===== src/rtl/if_fetch_queue.sv =====
// Instruction-fetch front end: owns the PC, queues {pc, instr} pairs from the IM and
// hands them to decode with valid/ready. Optional halt-opcode stop under IF_HALT_EN.
module if_fetch_queue #(
    parameter int unsigned DEPTH      = 4,
    parameter logic [31:0] START_ADDR = 32'h0000_0000
) (
    input  logic        clk,
    input  logic        rst_n,
    output logic [31:0] fetch_pc,
    input  logic [31:0] im_instr,
    output logic        out_valid,
    input  logic        out_ready,
    output logic [31:0] out_instr,
    output logic [31:0] out_pc,
    input  logic        redirect_valid,
    input  logic [31:0] redirect_addr,
    output logic [31:0] fetch_count,
    output logic        halted
);

    localparam int unsigned PTR_W = (DEPTH > 1) ? $clog2(DEPTH) : 1;
    localparam int unsigned CNT_W = PTR_W + 1;
    localparam int unsigned XLEN  = 32;
    localparam logic [5:0]  HALT_OPCODE = 6'b111111;

    logic [XLEN-1:0]  pc_mem    [DEPTH];
    logic [XLEN-1:0]  instr_mem [DEPTH];

    logic [XLEN-1:0]  pc_q, pc_n;
    logic [XLEN-1:0]  fetch_count_q, fetch_count_n;
    logic [PTR_W-1:0] head_q, head_n;
    logic [PTR_W-1:0] tail_q, tail_n;
    logic [CNT_W-1:0] count_q, count_n;
    logic             valid_q, valid_n;
    logic [XLEN-1:0]  out_pc_q, out_pc_n;
    logic [XLEN-1:0]  out_instr_q, out_instr_n;

    logic             pop;
    logic             space;
    logic             push;
    logic             halt_stop;

`ifdef IF_HALT_EN
    logic             halted_q, halted_n;
    assign halt_stop = halted_q;
    assign halted    = halted_q;
`else
    assign halt_stop = 1'b0;
    assign halted    = 1'b0;
`endif

    assign pop   = valid_q & out_ready;
    assign space = (count_q < CNT_W'(DEPTH)) | pop;
    assign push  = space & ~halt_stop & ~redirect_valid;

    // Next-state for pointers, PC, counters and the registered head view
    always_comb begin
        pc_n          = pc_q;
        fetch_count_n = fetch_count_q;
        head_n        = head_q;
        tail_n        = tail_q;
        count_n       = count_q;
        valid_n       = 1'b0;
        out_pc_n      = '0;
        out_instr_n   = '0;
`ifdef IF_HALT_EN
        halted_n      = halted_q;
`endif

        if (redirect_valid) begin
            pc_n    = redirect_addr & ~XLEN'(3);
            head_n  = '0;
            tail_n  = '0;
            count_n = '0;
`ifdef IF_HALT_EN
            halted_n = 1'b0;
`endif
        end else begin
            if (push) begin
                tail_n        = tail_q + PTR_W'(1);
                pc_n          = pc_q + XLEN'(4);
                fetch_count_n = fetch_count_q + XLEN'(1);
`ifdef IF_HALT_EN
                if (im_instr[31:26] == HALT_OPCODE) begin
                    halted_n = 1'b1;
                end
`endif
            end
            if (pop) begin
                head_n = head_q + PTR_W'(1);
            end
            case ({push, pop})
                2'b10:   count_n = count_q + CNT_W'(1);
                2'b01:   count_n = count_q - CNT_W'(1);
                default: count_n = count_q;
            endcase
        end

        // Head view after the edge; a push landing at the new head bypasses the array
        if (count_n != '0) begin
            valid_n = 1'b1;
            if (push && (head_n == tail_q)) begin
                out_pc_n    = pc_q;
                out_instr_n = im_instr;
            end else begin
                out_pc_n    = pc_mem[head_n];
                out_instr_n = instr_mem[head_n];
            end
        end
    end

    always_ff @(posedge clk or negedge rst_n) begin
        if (!rst_n) begin
            pc_q          <= START_ADDR;
            fetch_count_q <= '0;
            head_q        <= '0;
            tail_q        <= '0;
            count_q       <= '0;
            valid_q       <= 1'b0;
            out_pc_q      <= '0;
            out_instr_q   <= '0;
        end else begin
            pc_q          <= pc_n;
            fetch_count_q <= fetch_count_n;
            head_q        <= head_n;
            tail_q        <= tail_n;
            count_q       <= count_n;
            valid_q       <= valid_n;
            out_pc_q      <= out_pc_n;
            out_instr_q   <= out_instr_n;
        end
    end

`ifdef IF_HALT_EN
    always_ff @(posedge clk or negedge rst_n) begin
        if (!rst_n) begin
            halted_q <= 1'b0;
        end else begin
            halted_q <= halted_n;
        end
    end
`endif

    // Queue storage; contents are don't-care while count is zero
    always_ff @(posedge clk) begin
        if (push) begin
            pc_mem[tail_q]    <= pc_q;
            instr_mem[tail_q] <= im_instr;
        end
    end

    assign fetch_pc    = pc_q;
    assign fetch_count = fetch_count_q;
    assign out_valid   = valid_q;
    assign out_pc      = out_pc_q;
    assign out_instr   = out_instr_q;

endmodule


===== config.mk =====
export PLATFORM = sky130hd
export DESIGN_NAME = if_fetch_queue
export DESIGN_NICKNAME = d
export VERILOG_FILES = /design/src/rtl/if_fetch_queue.sv
export SDC_FILE = /design/constraint.sdc
export NUM_CORES = 1
export LEC_CHECK = 0
export CORE_MARGIN = 8
export CORE_UTILIZATION = 40
export DETAILED_ROUTE_END_ITERATION = 12
export GPL_TIMING_DRIVEN = 0
export PLACE_DENSITY = 0.74
export SLEW_MARGIN = 20
export SYNTH_ARGS = -nofsm -noshare
export SYNTH_HDL_FRONTEND = slang
export SYNTH_SLANG_ARGS = --single-unit

===== constraint.sdc =====
create_clock -name clk -period 2.9 [get_ports clk]
set_clock_uncertainty 0.1 [all_clocks]
set_input_delay 0.58 -clock clk [delete_from_list [all_inputs] [get_ports clk]]
set_output_delay 0.58 -clock clk [all_outputs]
set_load 0.1 [all_outputs]

==> results_dict.tcl <==
set metrics [dict create \
    status "finished with violations" \
    violations "setup timing" \
    drt_wl_total_um 43900 \
    drive_gt1_frac 0.105 \
    yosys_warnings 0 \
    crit_path_end_kind "flop" \
    place_hpwl_um 27700 \
    path_cells "a21bo_1, nand2_2, clkbuf_1, a2111oi_0, a311o_1, a21oi_1" \
    path_max_fanout 10 \
    syn2layout_area_growth_pct 28.4 \
    die_w_um 213 \
    powerDensity_nw_per_um2 982 \
    hold_viol 0 \
    place_congestion 0.840 \
    grt_pass1_vias 11500 \
    ys_ff_latch 381 \
    drc 0 \
    cp.arrival_ns 3.25 \
    cts_tree "yes" \
    cp_num_cells 6 \
    syn_inst 1185 \
    rsz0062_at_grt "no" \
    setup_viol 1 \
    clk_pin_slew_worst_paths_ns 0.06 \
    rr_startpoint "head_q[0]$_DFF_PN0_" \
    diodes 0 \
    h-tree-depth 2 \
    nets 1516 \
    layout_commonest_cell "edfxtp_1" \
    crit_path_start "head_q[0]$_DFF_PN0_" \
    clkLatencyLatePin_ns 0.54 \
    wl_per_cell_um 22.0 \
    fmax_ghz 0.341 \
    worst_slew_pin_slew_ns 1.07 \
    cts_buffer_depth 3 \
    max_slew_margin 0.288 \
    cp_slowest_cell "a2111oi_0" \
    vias_per_cell 5.53 \
    ioPinCount 198 \
    ff2ff_path_depth 6 \
    dieArea_um2 45400 \
    crit_end "out_instr[17]$_DFF_PN0_" \
    drv_slew 0 \
    cp.required_ns 3.22 \
    numPlacedInstances 1903 \
    grt_overflow 0 \
    numCtsBuffers 41 \
    die_y_um 213 \
    whs_ns 0.386 \
    drtIter0Drc 747 \
    ant_nets 0 \
    synth_seq_area_share 0.694 \
    worstSetupStartpointType "flop" \
    irDropWorstVdd_v 0.000564 \
    grt_pass1_wl_um 66300 \
    start_util 0.403 \
    grt_max_degree 69 \
    cts_root_buf "clkbuf_16" \
    final_cell_mix "248 x edfxtp_1, 234 x nand2_1, 156 x clkdlybuf4s50_1, 132 x dfrtp_1, 75 x clkbuf_1" \
    hp-class "reg2reg" \
    holdPathStages 1 \
    cp_slowest_stage_delay_ns 0.74 \
    dr.pass1.iters 5 \
    total_leakage_power_nw 7.30 \
    grt_antenna_before_repair 2 \
    ys_types 44 \
    instances_no_fill 1990 \
    crit_type "reg2reg" \
    maxCapViolCount 0 \
    portBuffers 192 \
    reg2reg_setup_slack_ns -0.04 \
    syn_area_um2 15500 \
    fin_crit_ns 2.94 \
    finalWorstSetupSlack_ns -0.0352 \
    async_flop_share 0.349 \
    vias 11000 \
    ys.flop_type "edfxtp_1" \
    grt_usage 0.189 \
    syn_avg_cell_area_um2 13.1 \
    fin_crit_sh 1.01 \
    cts.sinks 381 \
    r2r-end "out_instr[17]$_DFF_PN0_" \
    p_total_mw 19.6 \
    cpLargestDelayFamily "compound AO/OA/AOI/OAI gates" \
    synth-edff-count 248 \
    rows 72 \
    crit_buf_inv 1 \
    core_um2 38500 \
]
## final cells by class
class / count / area (µm²)
multi-input combinational: 706 / 4590
clock inverter: 16 / 158
buffer: 84 / 419
sequential: 381 / 10800
timing repair buffer: 211 / 2110
inverter: 15 / 56.3
clock buffer: 59 / 1170
fill: 3272 / 18500
tap: 518 / 648
## layer usage
| layer | track usage | share of wire | vias to the layer above |
|---|---|---|---|
| met1 | 0.251 | 0.41 | 5525 |
| met3 | 0.0351 | 0.075 | 63 |
| li1 | - | - | 4940 |
| met2 | 0.313 | 0.49 | 476 |
| met4 | 0.0547 | 0.020 | 2 |
| met5 | 0 | 0.00030 | - |
## logic make-up after synthesis
family | after synthesis | share of synthesized area
muxes | 5 | 0.00347
and+or+nand+nor | 401 | 0.123
DFF | 381 | 0.694
other | 1 | 0.000242
xor gates and xnor gates | 65 | 0.0367
buffers and inverters | 101 | 0.0274
adders and majority gates | 8 | 0.00693
AOI/OAI and AO/OA | 223 | 0.108
## state kept, by name, indices dropped and copies added, names as in the netlist
signal,count
instr_mem,128
pc_mem,120
fetch_count,32
out_instr,32
out_pc,31
fetch_pc,30
count_q,3
head_q,2
tail_q,2
out_valid,1
## worst register-to-register path, delay by kind of cell (launching register included)
family	cells	cell delay, ns
compound gates	4	1.63
buf+inv	1	0.33
flops	1	0.41
simple gates	1	0.33
## cell usage after synthesis (all sizes together) (16+ instances only)
library cell  number  area (µm²)
a2111oi           62         543
a21oi             65         329
a311o             62         621
and3              71         444
clkbuf            71         267
dfrtp            133        3330
edfxtp           248        7450
nand2            235         882
nand3             25         125
o21ai             29         145
xnor2             49         429
xor2              16         140
## worst min path at each step
stage	from	end
global route	fetch_count[23]$_DFFE_PN0P_	fetch_count[23]$_DFFE_PN0P_
detailed placement	fetch_count[17]$_DFFE_PN0P_	fetch_count[17]$_DFFE_PN0P_
CTS	fetch_count[17]$_DFFE_PN0P_	fetch_count[17]$_DFFE_PN0P_
finish	fetch_count[17]$_DFFE_PN0P_	fetch_count[17]$_DFFE_PN0P_
floorplan	rst_n	count_q[0]$_DFF_PN0_
global placement	fetch_count[31]$_DFFE_PN0P_	fetch_count[31]$_DFFE_PN0P_
## what timing repair did
action,in CTS,in global routing
endpoints found under the hold margin,67,0
endpoints found under the setup margin,104,63
gates resized for setup,65,39
buffers inserted,10,3
hold buffers,1,0
pin swaps,4,3
## report_power, final
group | switching, mW | internal (mW)
Combinational | 5.26 | 1.99
Clock | 2.09 | 3.07
Sequential | 0.441 | 6.72
## stage by stage
| stage | instance area (µm²) | worst slack (ns) | setup TNS [ns] | utilization |
|---|---|---|---|---|
| final | 19900 | -0.0352 | -0.0352 | 0.518 |
| after global placement | 18100 | -5.62 | -873.81 | 0.472 |
| after floorplan | 15600 | 0.0339 | 0 | - |
| after global routing | 19900 | 0.00137 | 0 | 0.518 |
| after detailed placement | 18300 | -1.50 | -116.13 | 0.475 |
| after CTS | 19800 | 0.00142 | 0 | 0.514 |
Note: power is estimated with default switching activity, not from simulation.
